## src/rtl/rs232_pkg.sv

```systemverilog
// Shared definitions for the buffered RS232 peripheral: register indices,
// STATUS bit layout and TX drain FSM encoding.
package rs232_pkg;

  localparam logic [2:0] REG_STATUS = 3'd0;
  localparam logic [2:0] REG_RXDATA = 3'd1;
  localparam logic [2:0] REG_TXDATA = 3'd2;
  localparam logic [2:0] REG_TSC    = 3'd3;
  localparam logic [2:0] REG_IRQEN  = 3'd4;
  localparam logic [2:0] REG_CLR    = 3'd5;

  localparam int ST_TX_FULL      = 0;
  localparam int ST_RX_NONEMPTY  = 1;
  localparam int ST_RX_OVERRUN   = 2;
  localparam int ST_TX_EMPTY     = 3;
  localparam int ST_RX_COUNT_LSB = 8;
  localparam int ST_TX_COUNT_LSB = 16;

  localparam int CLR_OVERRUN_BIT = 2;

  typedef enum logic [1:0] {
    TX_IDLE = 2'd0,
    TX_SEND = 2'd1,
    TX_GAP  = 2'd2
  } tx_state_e;

  function automatic logic [31:0] pack_status(
    input logic       tx_full,
    input logic       rx_nonempty,
    input logic       rx_overrun,
    input logic       tx_empty,
    input logic [7:0] rx_count,
    input logic [7:0] tx_count
  );
    logic [31:0] s;
    s                          = '0;
    s[ST_TX_FULL]              = tx_full;
    s[ST_RX_NONEMPTY]          = rx_nonempty;
    s[ST_RX_OVERRUN]           = rx_overrun;
    s[ST_TX_EMPTY]             = tx_empty;
    s[ST_RX_COUNT_LSB +: 8]    = rx_count;
    s[ST_TX_COUNT_LSB +: 8]    = tx_count;
    return s;
  endfunction

endpackage

```

## src/rtl/sync_fifo.sv

```systemverilog
// Single-clock FIFO with an AW+1 bit occupancy count; a push into a full
// FIFO is accepted when a pop happens in the same cycle.
module sync_fifo #(
  parameter int AW = 4,
  parameter int W  = 8
) (
  input  logic         clk,
  input  logic         rst,
  input  logic         push_i,
  input  logic [W-1:0] push_data_i,
  input  logic         pop_i,
  output logic [W-1:0] head_o,
  output logic [AW:0]  count_o,
  output logic         full_o,
  output logic         empty_o
);

  localparam int DEPTH = 1 << AW;

  logic [W-1:0]  mem_q [DEPTH];
  logic [AW-1:0] wr_ptr_q;
  logic [AW-1:0] rd_ptr_q;
  logic [AW:0]   count_q;
  logic          do_pop;
  logic          do_push;

  assign empty_o = (count_q == '0);
  assign full_o  = (count_q == (AW+1)'(DEPTH));
  assign do_pop  = pop_i & ~empty_o;
  assign do_push = push_i & (~full_o | do_pop);
  assign head_o  = mem_q[rd_ptr_q];
  assign count_o = count_q;

  always_ff @(posedge clk) begin
    if (rst) begin
      wr_ptr_q <= '0;
      rd_ptr_q <= '0;
      count_q  <= '0;
    end else begin
      if (do_push) wr_ptr_q <= wr_ptr_q + 1'b1;
      if (do_pop)  rd_ptr_q <= rd_ptr_q + 1'b1;
      count_q <= count_q + (AW+1)'(do_push) - (AW+1)'(do_pop);
    end
  end

  always_ff @(posedge clk) begin
    if (do_push) mem_q[wr_ptr_q] <= push_data_i;
  end

endmodule

```

## src/rtl/rs232_buffered.sv

```systemverilog
// Bus-mapped RS232 front end: RX/TX FIFOs, TX drain FSM, free-running TSC
// and a level interrupt built from maskable status bits.
//
// state   | meaning
// TX_IDLE | waiting for a queued byte and an idle transmitter
// TX_SEND | one-cycle strobe of the head byte, head popped
// TX_GAP  | one dead cycle so the UART can raise busy
module rs232_buffered
  import rs232_pkg::*;
#(
  parameter int RX_AW = 4,
  parameter int TX_AW = 4
) (
  input  logic        clk,
  input  logic        rst,
  input  logic [31:0] bus_addr,
  input  logic        bus_rd,
  input  logic        bus_wr,
  input  logic [31:0] bus_wdata,
  output logic [31:0] bus_rdata,
  output logic        bus_hold,
  input  logic        rs232in_attention,
  input  logic [7:0]  rs232in_data,
  input  logic        rs232out_busy,
  output logic        rs232out_w,
  output logic [7:0]  rs232out_d,
  output logic        irq
);

  logic [2:0]     reg_idx;
  logic           rx_pop, rx_full, rx_empty;
  logic [7:0]     rx_head;
  logic [RX_AW:0] rx_count;
  logic           tx_push, tx_pop, tx_full, tx_empty;
  logic [7:0]     tx_head;
  logic [TX_AW:0] tx_count;
  logic           clr_hit, rx_drop;
  logic           overrun_q, overrun_d;
  logic [2:0]     irqen_q;
  logic [31:0]    tsc_q;
  logic [31:0]    rdata_q, rdata_d;
  logic           irq_q, irq_d;
  logic [31:0]    status;
  tx_state_e      state_q, state_d;
  logic           unused_bits;

  assign reg_idx     = bus_addr[4:2];
  assign unused_bits = ^{bus_addr[31:5], bus_addr[1:0], bus_wdata[31:8]};
  assign bus_hold    = 1'b0;
  assign bus_rdata   = rdata_q;
  assign irq         = irq_q;

  assign rx_pop  = bus_rd & (reg_idx == REG_RXDATA) & ~rx_empty;
  assign rx_drop = rs232in_attention & rx_full & ~rx_pop;
  assign tx_push = bus_wr & (reg_idx == REG_TXDATA);
  assign clr_hit = bus_wr & (reg_idx == REG_CLR) & bus_wdata[CLR_OVERRUN_BIT];
  // A fresh overrun in the same cycle as a clear keeps the flag set.
  assign overrun_d = rx_drop | (overrun_q & ~clr_hit);

  sync_fifo #(.AW(RX_AW), .W(8)) u_rx_fifo (
    .clk         (clk),
    .rst         (rst),
    .push_i      (rs232in_attention),
    .push_data_i (rs232in_data),
    .pop_i       (rx_pop),
    .head_o      (rx_head),
    .count_o     (rx_count),
    .full_o      (rx_full),
    .empty_o     (rx_empty)
  );

  sync_fifo #(.AW(TX_AW), .W(8)) u_tx_fifo (
    .clk         (clk),
    .rst         (rst),
    .push_i      (tx_push),
    .push_data_i (bus_wdata[7:0]),
    .pop_i       (tx_pop),
    .head_o      (tx_head),
    .count_o     (tx_count),
    .full_o      (tx_full),
    .empty_o     (tx_empty)
  );

  always_comb begin
    state_d    = state_q;
    tx_pop     = 1'b0;
    rs232out_w = 1'b0;
    rs232out_d = 8'h00;
    case (state_q)
      TX_IDLE: if (!tx_empty && !rs232out_busy) state_d = TX_SEND;
      TX_SEND: begin
        rs232out_w = 1'b1;
        rs232out_d = tx_head;
        tx_pop     = ~rst;
        state_d    = TX_GAP;
      end
      TX_GAP:  state_d = TX_IDLE;
      default: state_d = TX_IDLE;
    endcase
  end

  assign status = pack_status(tx_full, ~rx_empty, overrun_q, tx_empty,
                              8'(rx_count), 8'(tx_count));

  always_comb begin
    rdata_d = '0;
    if (bus_rd) begin
      case (reg_idx)
        REG_STATUS: rdata_d = status;
        REG_RXDATA: rdata_d = rx_empty ? 32'd0 : {24'd0, rx_head};
        REG_TSC:    rdata_d = tsc_q;
        REG_IRQEN:  rdata_d = {29'd0, irqen_q};
        default:    rdata_d = '0;
      endcase
    end
  end

  assign irq_d = (~rx_empty & irqen_q[0]) | (tx_empty & irqen_q[1]) |
                 (overrun_q & irqen_q[2]);

  always_ff @(posedge clk) begin
    if (rst) begin
      state_q   <= TX_IDLE;
      overrun_q <= 1'b0;
      irqen_q   <= '0;
      tsc_q     <= '0;
      rdata_q   <= '0;
      irq_q     <= 1'b0;
    end else begin
      state_q   <= state_d;
      overrun_q <= overrun_d;
      if (bus_wr && reg_idx == REG_IRQEN) irqen_q <= bus_wdata[2:0];
      tsc_q     <= tsc_q + 32'd1;
      rdata_q   <= rdata_d;
      irq_q     <= irq_d;
    end
  end

endmodule

```

## config.mk

```make
export PLATFORM = sky130hd
export DESIGN_NAME = rs232_buffered
export DESIGN_NICKNAME = d
export VERILOG_FILES = /design/src/rtl/rs232_pkg.sv /design/src/rtl/sync_fifo.sv /design/src/rtl/rs232_buffered.sv
export SDC_FILE = /design/constraint.sdc
export NUM_CORES = 1
export LEC_CHECK = 0
export BUFFER_PORTS_ARGS = -buffer_cell sky130_fd_sc_hd__buf_2
export CAP_MARGIN = 15
export CORE_MARGIN = 4
export CORE_UTILIZATION = 59
export CTS_CLUSTER_SIZE = 12
export DETAILED_ROUTE_END_ITERATION = 12
export HOLD_SLACK_MARGIN = 0.02
export PLACE_DENSITY = 0.75
export SLEW_MARGIN = 20
export SYNTH_ARGS = -nofsm -noshare
export SYNTH_HDL_FRONTEND = slang
export SYNTH_SLANG_ARGS = --single-unit
export TNS_END_PERCENT = 50
```

## constraint.sdc

```tcl
create_clock -name clk -period 3.6 [get_ports clk]
set_clock_uncertainty 0.05 [all_clocks]
set_input_delay 0.72 -clock clk [delete_from_list [all_inputs] [get_ports clk]]
set_output_delay 0.72 -clock clk [all_outputs]
set_load 0.05 [all_outputs]
```

==> Word level (Yosys, flattened, before mapping) <==
Memories as Yosys holds them, arrays and structs flattened. A register that Yosys moved wholly into a read port is not among the register bits.
Index checks and enable logic that the tools add are counted.
{ "classes": {"add_sub_neg": 9, "bitwise": 28, "n_mux": 15, "n_reduce_logical": 9, "n_eq_ne": 9} }
{ "op_table": {"columns": ["op", "n"], "rows": [
  ["$pmux 32 s4", 1],
  ["$add 32x1->32 const B", 1],
  ["$add 4x1->4 const B", 4],
  ["$mux 4", 4],
  ["$mux 8", 2],
  ["$and 1x1->1", 15],
  ["$add 5x1->5", 2],
  ["$eq 5x5->1 const B", 2],
  ["$logic_not 5->1", 2],
  ["$sub 5x1->5", 2],
  ["$not 1->1", 8],
  ["$eq 3x2->1 const B", 2],
  ["$eq 3x3->1 const B", 2],
  ["$mux 1", 6],
  ["$or 1x1->1", 5],
  ["$pmux 2 s2", 1],
  ["$eq 3x1->1 const B", 1],
  ["$logic_not 3->1", 1],
  ["$eq 2x1->1 const B", 1],
  ["$logic_and 1x1->1", 2],
  ["$logic_not 1->1", 2],
  ["$logic_not 2->1", 1],
  ["$mux 2", 1],
  ["$ne 2x2->1 const B", 1],
  ["$reduce_or 2->1", 1]
]} }
{ "totals": {"out_inout_bits": 43, "ram_bits": 256, "n_memories": 2, "word_cells": 84, "reg_bits": 97, "inputBits": 78} }
{ "memory_table": {"columns": ["name", "depth", "width", "rd", "rd_ports_with_merged_regs", "wr", "line_no", "rtl"], "rows": [
  ["u_rx_fifo.mem_q", 16, 8, 1, 1, 1, "sync_fifo.sv:20", "logic [W-1:0] mem_q [DEPTH];"],
  ["u_tx_fifo.mem_q", 16, 8, 1, 1, 1, "sync_fifo.sv:20", null]
]} }

==> Depth between registers and ports, before layout <==
{ "depth": {"word_depth": 8, "mapped_depth": 15, "depth_no_buf": 14} }

==> By module <==
A second synthesis with hierarchy kept.
{ "hier_totals": {"hier_cells": 945, "area_unflattened_um2": 14602.8} }
{ "by_module_without_submodules": {"columns": ["mod", "instances", "seq_area_each_um2", "area_each_um2", "cells_each"], "rows": [
  ["sync_fifo", 2, 4184.0, 5820.6, 309],
  ["rs232_buffered", 1, 1421.4, 2961.6, 327]
]} }

==> Worst setup path before layout <==
No wires, ideal clock.
{ "synth_timing": {"path_type": "input-to-reg", "startpoint": "in rst", "endpoint": "reg u_tx_fifo.count_q[4] (netlist: u_tx_fifo.count_o[4])", "n_path_buf": 2, "path_slack_ns": 0.697, "cell_stages": 9, "t_arrival_ns": 2.783, "setup_ns": 0.070, "required_time_ns": 3.480, "path_cell_list": "buf_2 or3b_1 buf_2 or3_1 fa_1 a21oi_1 nor2_1 or3_1 a21oi_1"} }
{ "synth_between": {"elab_chain_len": 7} }
{ "synth_lines": {"columns": ["element", "line_no", "rtl"], "rows": [
  ["start, declared", "rs232_buffered.sv:15", "input logic rst,"],
  ["$not 1->1", "rs232_buffered.sv:94", "tx_pop = ~rst;"],
  ["$mux 1", "rs232_buffered.sv:89", "case (state_q)"],
  ["$and 1x1->1", "sync_fifo.sv:29", "assign do_pop = pop_i & ~empty_o;"],
  ["$or 1x1->1", "sync_fifo.sv:30", "assign do_push = push_i & (~full_o | do_pop);"],
  ["$and 1x1->1", "sync_fifo.sv:30", null],
  ["$add 5x1->5", "sync_fifo.sv:42", "count_q <= count_q + (AW+1)'(do_push) - (AW+1)'(do_pop);"],
  ["$sub 5x1->5", "sync_fifo.sv:42", null],
  ["end signal, assigned", "sync_fifo.sv:42", null],
  ["end, declared", "sync_fifo.sv:23", "logic [AW:0] count_q;"]
]} }
Parallel ways exist; a longest one is shown, timed or not.
A chain may end at the register's enable or synchronous reset.

==> results.sh <==
export IMPL_yosys_warnings=0
export IMPL_final_period_utilization_pct=92.2
export IMPL_avgSynthCellArea_um2=15.5
export IMPL_antenna_found_initial=2
export IMPL_cts_max_level=2
export IMPL_ir_worst_vdd_uv=625
export IMPL_layout_nets=1141
export IMPL_worst_ep_required_time_ns=2.83
export IMPL_crit_type="reg -> out"
export IMPL_synth_common_cells="edfxtp_1, dfxtp_1, nor2_1"
export IMPL_rsz0062_at_grt="no"
export IMPL_num_vias=8265
export IMPL_final_core_util_pct=68.0
export IMPL_grt_usage_pct=21.2
export IMPL_p_per_area_mw_per_mm2=554
export IMPL_synth_most_common_cell="edfxtp_1"
export IMPL_crit_family="flip-flops"
export IMPL_start_kind="flop"
export IMPL_wl_per_cell_um=20.3
export IMPL_grt_max_degree=72
export IMPL_clock_root_buffer="clkbuf_16"
export IMPL_drv_cap=0
export IMPL_synth_cell_types=59
export IMPL_hp_class="in -> reg"
export IMPL_power_mw=9.14
export IMPL_endpoint_kind="output port"
export IMPL_cp_slowest_stage_delay_ns=0.62
export IMPL_port_buffers=66
export IMPL_dp_hpwl_um=18300
export IMPL_max_freq_mhz=301
export IMPL_synth_top_area_share_pct=53.0
export IMPL_boundaryPins=121
export IMPL_die_area_mm2=0.0272
export IMPL_grt_overflow=0
export IMPL_synth_simple_area_share_pct=9.71
export IMPL_cts_buffers=38
export IMPL_slew_violations=0
export IMPL_die_w_um=165
export IMPL_drtAntennaViolNets=0
export IMPL_ctsHoldBuffers=0
export IMPL_synth_top_family_by_area="multiplexers"
export IMPL_area_growth_pct=13.8
export IMPL_grt_pass1_vias=7979
export IMPL_fin_tns_setup_ns=0
export IMPL_clock_latency_ns=0.51
export IMPL_synth_area_mm2=0.0145
export IMPL_yosys_mux_area_fraction_pct=12.0
export IMPL_synth_adder_area_share_pct=2.17
export IMPL_relSlewSlack_pct=47.2
export IMPL_num_rows=57
export IMPL_max_slew_worst_pin_slew_ns=0.790
export IMPL_final_setup_viol_count=0
export IMPL_status="complete, no violations"
export IMPL_first_iter_violations=815
export IMPL_n_fill_cell=1672
export IMPL_synth_xor_area_share_pct=1.51
export IMPL_synth_flop_cell="edfxtp_1"
export IMPL_critPathSlowestCell="dfxtp_1"
export IMPL_power_leakage_nw=5.72
export IMPL_synth_edff_count=256
export IMPL_timing_hold_violations_final=0
export IMPL_crit_path_cell_trace="buf_4, mux4_2, a22o_1, a221o_1, buf_2"
export IMPL_path_clk_slew_ns=0.06
export IMPL_grt_pass1_wl_um=44200
export IMPL_min_period_ns=3.32
export IMPL_pre_cts_slack_ns=0.420
export IMPL_netlist_instances=938
export IMPL_arrival_ns=2.55
export IMPL_cts_tree="yes"
export IMPL_initial_core_util_pct=59.8
export IMPL_yosys_area_top_type="edfxtp_1"
export IMPL_dr_pass1_iters=5
export IMPL_synth_fp_nets=1040
export IMPL_async_reset_ff_share_pct=0
export IMPL_ys_seq_elements=361
export IMPL_seqCellArea_mm2=0.00979
export IMPL_clk_path_buf_depth=3
export IMPL_vias_per_cell=5.94
export IMPL_synth_compound_area_share_pct=4.68
export IMPL_post_route_drc_count=0
export IMPL_gp_congestion=0.780
export IMPL_cts_sinks=361
export IMPL_worst_slack_ns=0.281
export IMPL_multi_input_comb_area_mm2=0.00437
export IMPL_synth_area_leaders="edfxtp_1, dfxtp_1, mux4_2"
export IMPL_wl_um=28200
export IMPL_coreArea_mm2=0.0242
export IMPL_critPathBufInv=2
export IMPL_dieHeight_um=165
export IMPL_rrSetupSlack_ns=0.53
export IMPL_drive_above_1_share_pct=21.8
export IMPL_ys_seq_area_share_pct=67.5
export IMPL_critPathMaxFanout=11
-- sequential cells by signal, summed over array words and instances (netlist names), named ones only --
name / flops
irqen_q: 3
u_rx_fifo.rd_ptr_q: 4
irq: 1
tsc_q: 32
u_tx_fifo.wr_ptr_q: 4
u_tx_fifo.mem_q: 128
u_tx_fifo.count_o: 5
bus_rdata: 32
u_rx_fifo.mem_q: 128
u_tx_fifo.rd_ptr_q: 4
u_rx_fifo.wr_ptr_q: 4
overrun_q: 1
u_rx_fifo.count_o: 5
state_q: 2
-- cells in the final DEF (no fill, tap or decap), types with 6 or more instances in the layout --
master / n
nor2_1: 79
ha_1: 22
clkbuf_1: 20
xor2_1: 17
nor3_1: 25
edfxtp_1: 256
nand2_1: 26
or3_1: 13
and2_1: 6
a21oi_1: 29
a22oi_1: 19
or4_1: 15
mux4_2: 59
mux2i_1: 37
o31ai_1: 14
xnor2_1: 8
buf_2: 66
clkbuf_16: 40
o21ai_0: 7
inv_1: 20
buf_4: 44
nor2b_1: 12
nand3_1: 19
nand2b_1: 7
and3_1: 24
nand4_1: 9
dfxtp_1: 103
-- worst reg2reg max path, cell delays in order (launching register included) --
cell and delay (ns):
dfxtp_1 0.34, inv_1 0.09, ha_1 0.15, or4b_1 0.60
nand2_1 0.20, inv_1 0.06, ha_1 0.26, inv_1 0.06
ha_1 0.16, inv_1 0.06, fa_1 0.37, nor2b_1 0.17
o21bai_1 0.11, a21oi_1 0.16, nor3b_1 0.06
-- layer usage --
layer  routed length, µm  GRT usage [%]  share of wire, %  up-vias
li1                    -              -                 -     3834
met2               14100           34.9                50      230
met3                1390           3.32               4.9       65
met5                  15              0             0.053        -
met1               12000           29.4                43     4134
met4                 735           6.73               2.6        2
-- path summary, 6_finish.rpt --
kind / to / cells after the start / startpoint
setup / recovery: rs232out_d[2] / 5 / flop
hold / removal: state_q[0] / 3 / rs232out_busy
setup reg to reg: u_rx_fifo.count_o[4] / 14 / u_rx_fifo.count_o[3]
hold reg to reg: tsc_q[0] / 1 / tsc_q[0]
-- kinds of logic (layout without fill, tap and decap cells) --
family,Yosys count,count (layout)
other,1,2
buffers and inverters,72,201
AO/OA/AOI/OAI,98,98
flip-flops,361,361
adder cells (fa/ha/maj),24,24
XOR/XNOR,25,25
multiplexers,100,100
AND/OR/NAND/NOR,257,257
-- repair_timing --
item	CTS	global route
setup buffers	0	0
gates resized for setup	0	1
setup endpoints to repair	0	3
-- final cells by class --
cell class	count	area share, %
diodes	1	0.0152
clock buffers	63	6.77
clock inverters	5	0.197
inverters	21	0.478
multi-input cells	505	26.5
flip-flops and latches	361	59.4
well taps	324	2.46
repair buffers	112	4.25
-- power breakdown --
part           internal, mW  total (mW)  switching [mW]
Combinational         0.372       0.887           0.516
Clock                  2.12        3.61            1.49
Sequential             4.56        4.65          0.0919
Total                  7.05        9.14            2.10
-- through the flow --
stage	cell area (µm²)	std cells	hold WS, ns
floorplan	14500	938	0.359
global placement	15300	1323	0.380
global route	16500	1392	0.398
detailed placement	15300	1323	0.388
CTS	16500	1391	0.399
finish	16500	1392	0.416
Note: power is estimated with default switching activity, not from simulation.
